`config.mk`:
```
export PLATFORM = sky130hd
export DESIGN_NAME = uart_rx
export DESIGN_NICKNAME = d
export VERILOG_FILES = /design/src/rtl/uart_pkg.sv /design/src/rtl/sync_2ff.sv /design/src/rtl/uart_rx.sv
export SDC_FILE = /design/constraint.sdc
export NUM_CORES = 1
export LEC_CHECK = 0
export ABC_AREA = 1
export CAP_MARGIN = 20
export CORE_MARGIN = 2
export CORE_UTILIZATION = 49
export CTS_BUF_LIST = sky130_fd_sc_hd__clkbuf_16
export CTS_CLUSTER_DIAMETER = 200
export CTS_CLUSTER_SIZE = 8
export DETAILED_ROUTE_END_ITERATION = 12
export PLACE_DENSITY = 0.73
export SYNTH_ARGS = -nofsm -noshare
export SYNTH_HDL_FRONTEND = slang
export SYNTH_SLANG_ARGS = --single-unit
export TNS_END_PERCENT = 100
```
`constraint.sdc`:
```
create_clock -name clk -period 1.4 [get_ports clk]
set_clock_uncertainty 0.1 [all_clocks]
set_input_delay 0.21 -clock clk [delete_from_list [all_inputs] [get_ports clk]]
set_output_delay 0.21 -clock clk [all_outputs]
set_load 0.01 [all_outputs]
```
`src/rtl/uart_pkg.sv`:
```
// Shared UART definitions for the receiver and transmitter.
// Frame format is fixed: 8 data bits, no parity, 1 stop bit, LSB first.
package uart_pkg;

  localparam int UART_DATA_BITS = 8;

  typedef enum logic [2:0] {
    IDLE,
    START,
    DATA,
    STOP,
    BREAK
  } rx_state_t;

endpackage

```
`src/rtl/sync_2ff.sv`:
```
// Two-flop synchronizer for a single asynchronous input; 2-cycle latency, no backpressure.
// The reset value is a parameter so idle-high lines come out of reset without a false edge.
module sync_2ff #(
  parameter logic RST_VAL = 1'b1
) (
  input  logic clk,
  input  logic rst,
  input  logic d_i,
  output logic q_o
);

  logic meta_q;
  logic sync_q;

  always_ff @(posedge clk) begin
    if (rst) begin
      meta_q <= RST_VAL;
      sync_q <= RST_VAL;
    end else begin
      meta_q <= d_i;
      sync_q <= meta_q;
    end
  end

  assign q_o = sync_q;

endmodule

```
`src/rtl/uart_rx.sv`:
```
// 8N1 UART receiver: start bit confirmed at mid-bit, data sampled mid-bit, one-cycle valid/frame_err pulses.
// No flow control: the consumer must take o_rx_data in the cycle o_rx_valid is high.
module uart_rx
  import uart_pkg::*;
#(
  parameter int CLKS_PER_BIT = 2
) (
  input  logic       clk,
  input  logic       rst,
  input  logic       i_rx,
  output logic [7:0] o_rx_data,
  output logic       o_rx_valid,
  output logic       o_rx_frame_err,
  output logic       o_rx_busy
);

  localparam int HALF_BIT = CLKS_PER_BIT / 2;
  localparam int CNT_BITS = $clog2(CLKS_PER_BIT + 1);

  localparam logic [CNT_BITS-1:0] HALF_LOAD = CNT_BITS'(HALF_BIT - 1);
  localparam logic [CNT_BITS-1:0] BIT_LOAD  = CNT_BITS'(CLKS_PER_BIT - 1);
  localparam logic [CNT_BITS-1:0] CNT_ONE   = CNT_BITS'(1);
  localparam logic [2:0]          LAST_BIT  = 3'(UART_DATA_BITS - 1);

  logic                rx_s;
  rx_state_t           state_q;
  logic [CNT_BITS-1:0] clk_cnt_q;
  logic [2:0]          bit_idx_q;
  logic [7:0]          sr_q;
  logic [7:0]          data_q;
  logic                valid_q;
  logic                ferr_q;
  logic                busy_q;

  sync_2ff #(
    .RST_VAL(1'b1)
  ) u_sync (
    .clk (clk),
    .rst (rst),
    .d_i (i_rx),
    .q_o (rx_s)
  );

  always_ff @(posedge clk) begin
    if (rst) begin
      state_q   <= IDLE;
      clk_cnt_q <= '0;
      bit_idx_q <= '0;
      sr_q      <= '0;
      data_q    <= '0;
      valid_q   <= 1'b0;
      ferr_q    <= 1'b0;
      busy_q    <= 1'b0;
    end else begin
      valid_q <= 1'b0;
      ferr_q  <= 1'b0;
      case (state_q)
        IDLE: begin
          if (!rx_s) begin
            clk_cnt_q <= HALF_LOAD;
            state_q   <= START;
            busy_q    <= 1'b1;
          end
        end
        START: begin
          if (clk_cnt_q != '0) begin
            clk_cnt_q <= clk_cnt_q - CNT_ONE;
          end else if (!rx_s) begin
            clk_cnt_q <= BIT_LOAD;
            bit_idx_q <= '0;
            state_q   <= DATA;
          end else begin
            // Start bit vanished before mid-bit: treat as line noise.
            state_q <= IDLE;
            busy_q  <= 1'b0;
          end
        end
        DATA: begin
          if (clk_cnt_q != '0) begin
            clk_cnt_q <= clk_cnt_q - CNT_ONE;
          end else begin
            sr_q      <= {rx_s, sr_q[7:1]};
            clk_cnt_q <= BIT_LOAD;
            if (bit_idx_q == LAST_BIT) begin
              state_q <= STOP;
            end else begin
              bit_idx_q <= bit_idx_q + 3'd1;
            end
          end
        end
        STOP: begin
          if (clk_cnt_q != '0) begin
            clk_cnt_q <= clk_cnt_q - CNT_ONE;
          end else if (rx_s) begin
            // Leaving mid-stop-bit leaves half a bit to catch a back-to-back start.
            data_q  <= sr_q;
            valid_q <= 1'b1;
            state_q <= IDLE;
            busy_q  <= 1'b0;
          end else begin
            ferr_q  <= 1'b1;
            state_q <= BREAK;
          end
        end
        BREAK: begin
          // A line held low must return high before a new start can be seen.
          if (rx_s) begin
            state_q <= IDLE;
            busy_q  <= 1'b0;
          end
        end
        default: begin
          state_q <= IDLE;
          busy_q  <= 1'b0;
        end
      endcase
    end
  end

  assign o_rx_data      = data_q;
  assign o_rx_valid     = valid_q;
  assign o_rx_frame_err = ferr_q;
  assign o_rx_busy      = busy_q;

endmodule

```
==> impl_metrics.toml, run 1 <==
[floorplanning]
start_util_pct = 50.3
dieArea_um2 = 3190
core_area_um2 = 2690
die_w_um = 56.5
io_pins = 14
dieHeight_um = 56.5
num_rows = 19

[clocking]
clk_pin_slew_worst_paths_ps = 50
clock-sinks = 29
worstSkewPairLatency_ps = 270
clockBufferDepth = 2
h-tree-depth = 2
post_cts_buffers = 0
clockRootBuffer = "clkbuf_16"
cts_buffers = 5
cts_tree = "yes"

[cells_and_area]
final_area_um2 = 1850
n_antenna_cell = 0
areaGrowthSynthToFinish_pct = 36.7
drive_gt1_share_pct = 21.4
nets = 227
final_util_pct = 68.7

[timing]
fin_crit_sh_pct = 98.0
min_period_ps = 1370
maxSlewViolCount = 0
max_freq_mhz = 729
finalHoldViolations = 0
slew_headroom_pct = 85.2
setup_violations = 0
worst_pin_slew_ps = 220

[setup_path]
cp_max_fo = 3
max_stage_delay_ps = 350
worst_path_max_delay_cell = "dfxtp_4"
endpoint_kind = "flip-flop"
arrival_ps = 1440
cp-start-kind = "flip-flop"
cp.required_ps = 1470
cp_cell_sequence = "ha_4, ha_4, o21ai_1, nand4_1, nand2_1, nor2_1"
path_class = "flip-flop to flip-flop"
timing.critical_path.mode_cell = "ha_4"

[yosys]
synth_compound_area_share_pct = 9.45
synth_area_leaders = "dfxtp_1, nand2_1, nor2_1"
synth_cells = 193
syn_area_um2 = 1350
synthSimpleGateAreaFrac_pct = 34.8
synth.yosys.seq_area_share_pct = 43.0
muxShareOfSynthArea_pct = 0
yosysTopAreaCell = "dfxtp_1"
synth_fa_ha_area_share_pct = 4.63
avgSynthCellArea_um2 = 7.00
synth_fp_nets = 201
synth_top_area_share_pct = 43.0
synth_xor_xnor_area_share_pct = 0
synth_cell_type_count = 22
ys_ff_latch = 29
synth_top_family_by_area = "simple AND/OR/NAND/NOR gates"
yosys_warnings = 0

[drt]
viasPerCell = 5.14
drc = 0
drt_first_iter_violations = 44
routed_wl_mm = 2.95
wl_per_cell_um = 11.7
first_pass_iters = 4
via_count = 1289
ant_nets = 0

[job]
cap_violations = 0

[pwr]
worst_ir_drop_vdd_mv = 1.75
p_leak_nw = 0.835
powerDensity_nw_per_um2 = 2070

[global_route]
grt_pass1_vias = 1187
grtUsageTotal_pct = 19.5
grt_pass1_wl_mm = 4.87
antenna_found_initial = 0
grt_max_degree = 11
overflow = 0

[place]
port_buffers = 13
place_area_um2 = 1570
gp_congestion = 0.912
dp_hpwl_mm = 2.06

[worst_hold_path]
min_path_type = "flip-flop to flip-flop"

[outcome]
status = "complete, no violations"
## where the power goes
group / internal (mW) / leakage (nW) / switching [mW]
Clock: 1.01 / 0.0938 / 0.364
Combinational: 0.547 / 0.503 / 0.844
Sequential: 0.957 / 0.238 / 0.0997
Total: 2.52 / 0.835 / 1.31
## state kept, by name, indices dropped and copies added (netlist names)
register,flops
bit_idx_q,3
clk_cnt_q,2
o_rx_busy,1
o_rx_data,8
o_rx_frame_err,1
o_rx_valid,1
sr_q,8
state_q,3
u_sync.meta_q,1
u_sync.q_o,1
## final timing paths
path                 startpoint      endpoint  slack, ps  cells past startpoint
hold reg to reg   u_sync.meta_q    u_sync.q_o        320                      1
setup / recovery   bit_idx_q[0]  bit_idx_q[1]         30                      6
hold / removal    u_sync.meta_q    u_sync.q_o        320                      1
setup reg to reg   bit_idx_q[0]  bit_idx_q[1]         30                      6
## cells in the mapped netlist
master	count
nand2_1	44
nor2_1	36
dfxtp_1	29
nand3_1	18
inv_1	16
o21ai_0	12
a21oi_1	11
ha_1	5
nand4_1	5
buf_6	2
clkbuf_1	2
nor2_2	2
or2_2	2
buf_1	1
buf_2	1
buf_4	1
inv_2	1
nand2_2	1
nor2_4	1
nor3_1	1
o21ai_1	1
o21bai_1	1
## per-layer routing
layer | routed length [µm] | vias to the layer above | share of wire, % | GRT usage [%]
met5 | 0 | - | 0 | 0
met4 | 61 | 0 | 2.1 | 10.2
met3 | 118 | 9 | 4.0 | 4.84
met2 | 1450 | 32 | 49 | 32.2
met1 | 1320 | 577 | 45 | 23.1
li1 | - | 671 | - | -
## layout by cell type (no fill, tap or decap)
cell type | netlist | layout
nand2_1 | 44 | 43
nor2_1 | 36 | 33
dfxtp_1 | 29 | 24
nand3_1 | 18 | 17
buf_4 | 1 | 12
inv_1 | 16 | 11
a21oi_1 | 11 | 11
dlygate4sd2_1 | 0 | 11
o21ai_0 | 12 | 8
nand4_1 | 5 | 5
clkbuf_16 | 0 | 5
inv_2 | 1 | 4
o21ai_1 | 1 | 4
nor2_4 | 1 | 3
nor2_2 | 2 | 3
ha_4 | 0 | 3
dfxtp_2 | 0 | 3
or2_2 | 2 | 2
inv_4 | 0 | 2
ha_1 | 5 | 2
dfxtp_4 | 0 | 2
bufinv_16 | 0 | 2
clkdlybuf4s50_1 | 0 | 2
nand2_2 | 1 | 1
o21ai_4 | 0 | 1
nand3_2 | 0 | 1
nand2_4 | 0 | 1
nor3_1 | 1 | 1
o21bai_1 | 1 | 1
clkinv_2 | 0 | 1
buf_6 | 2 | 1
## worst max-delay path: cells and delay by family (launching register included)
family	cells	cell delay [ps]
DFF	1	350
adders and majority gates	2	320
and+or+nand+nor	3	280
AOI/OAI and AO/OA	1	210
## repair_timing
item,in CTS,in global routing
resized for setup,20,26
setup endpoints to repair,34,25
hold buffers,0,0
pin swaps,2,7
## metrics by stage
stage | power [mW] | setup WS (ps) | cells | hold WS (ps) | TNS (ps)
6_report | 3.83 | 28.6 | 251 | 320 | 0
5_1_grt | 4.05 | -24.0 | 251 | 341 | -34.8
4_1_cts | 3.71 | 0.994 | 251 | 327 | 0
3_5_place_dp | 2.27 | -76.0 | 243 | 304 | -519
3_3_place_gp | 2.22 | -3.81 | 243 | 301 | -3.98
2_1_floorplan | 1.91 | 56.2 | 193 | 179 | 0
## cell type report
class | count | area, µm²
Clock inverter | 3 | 65.1
Fill cell | 219 | 841
Sequential cell | 29 | 592
Inverter | 17 | 68.8
Clock buffer | 5 | 125
Timing Repair Buffer | 26 | 218
Tap cell | 31 | 38.8
Multi-Input combinational cell | 140 | 738
## cell families (layout without fill, tap and decap cells)
family	after synthesis	count (layout)
and+or+nand+nor	110	110
DFF	29	29
AOI/OAI and AO/OA	25	25
buffers and inverters	24	51
adders and majority gates	5	5
No activity file was read; power rests on OpenSTA's default activity.
==> run 2: changes to the inputs <==
--- a/config.mk
+++ b/config.mk
@@ -6,7 +6,6 @@
 export NUM_CORES = 1
 export LEC_CHECK = 0
 export ABC_AREA = 1
-export CAP_MARGIN = 20
 export CORE_MARGIN = 2
 export CORE_UTILIZATION = 49
 export CTS_BUF_LIST = sky130_fd_sc_hd__clkbuf_16
==> results of run 2 <==
No change in the layout: final DEF, timing and power equal those of run 1.
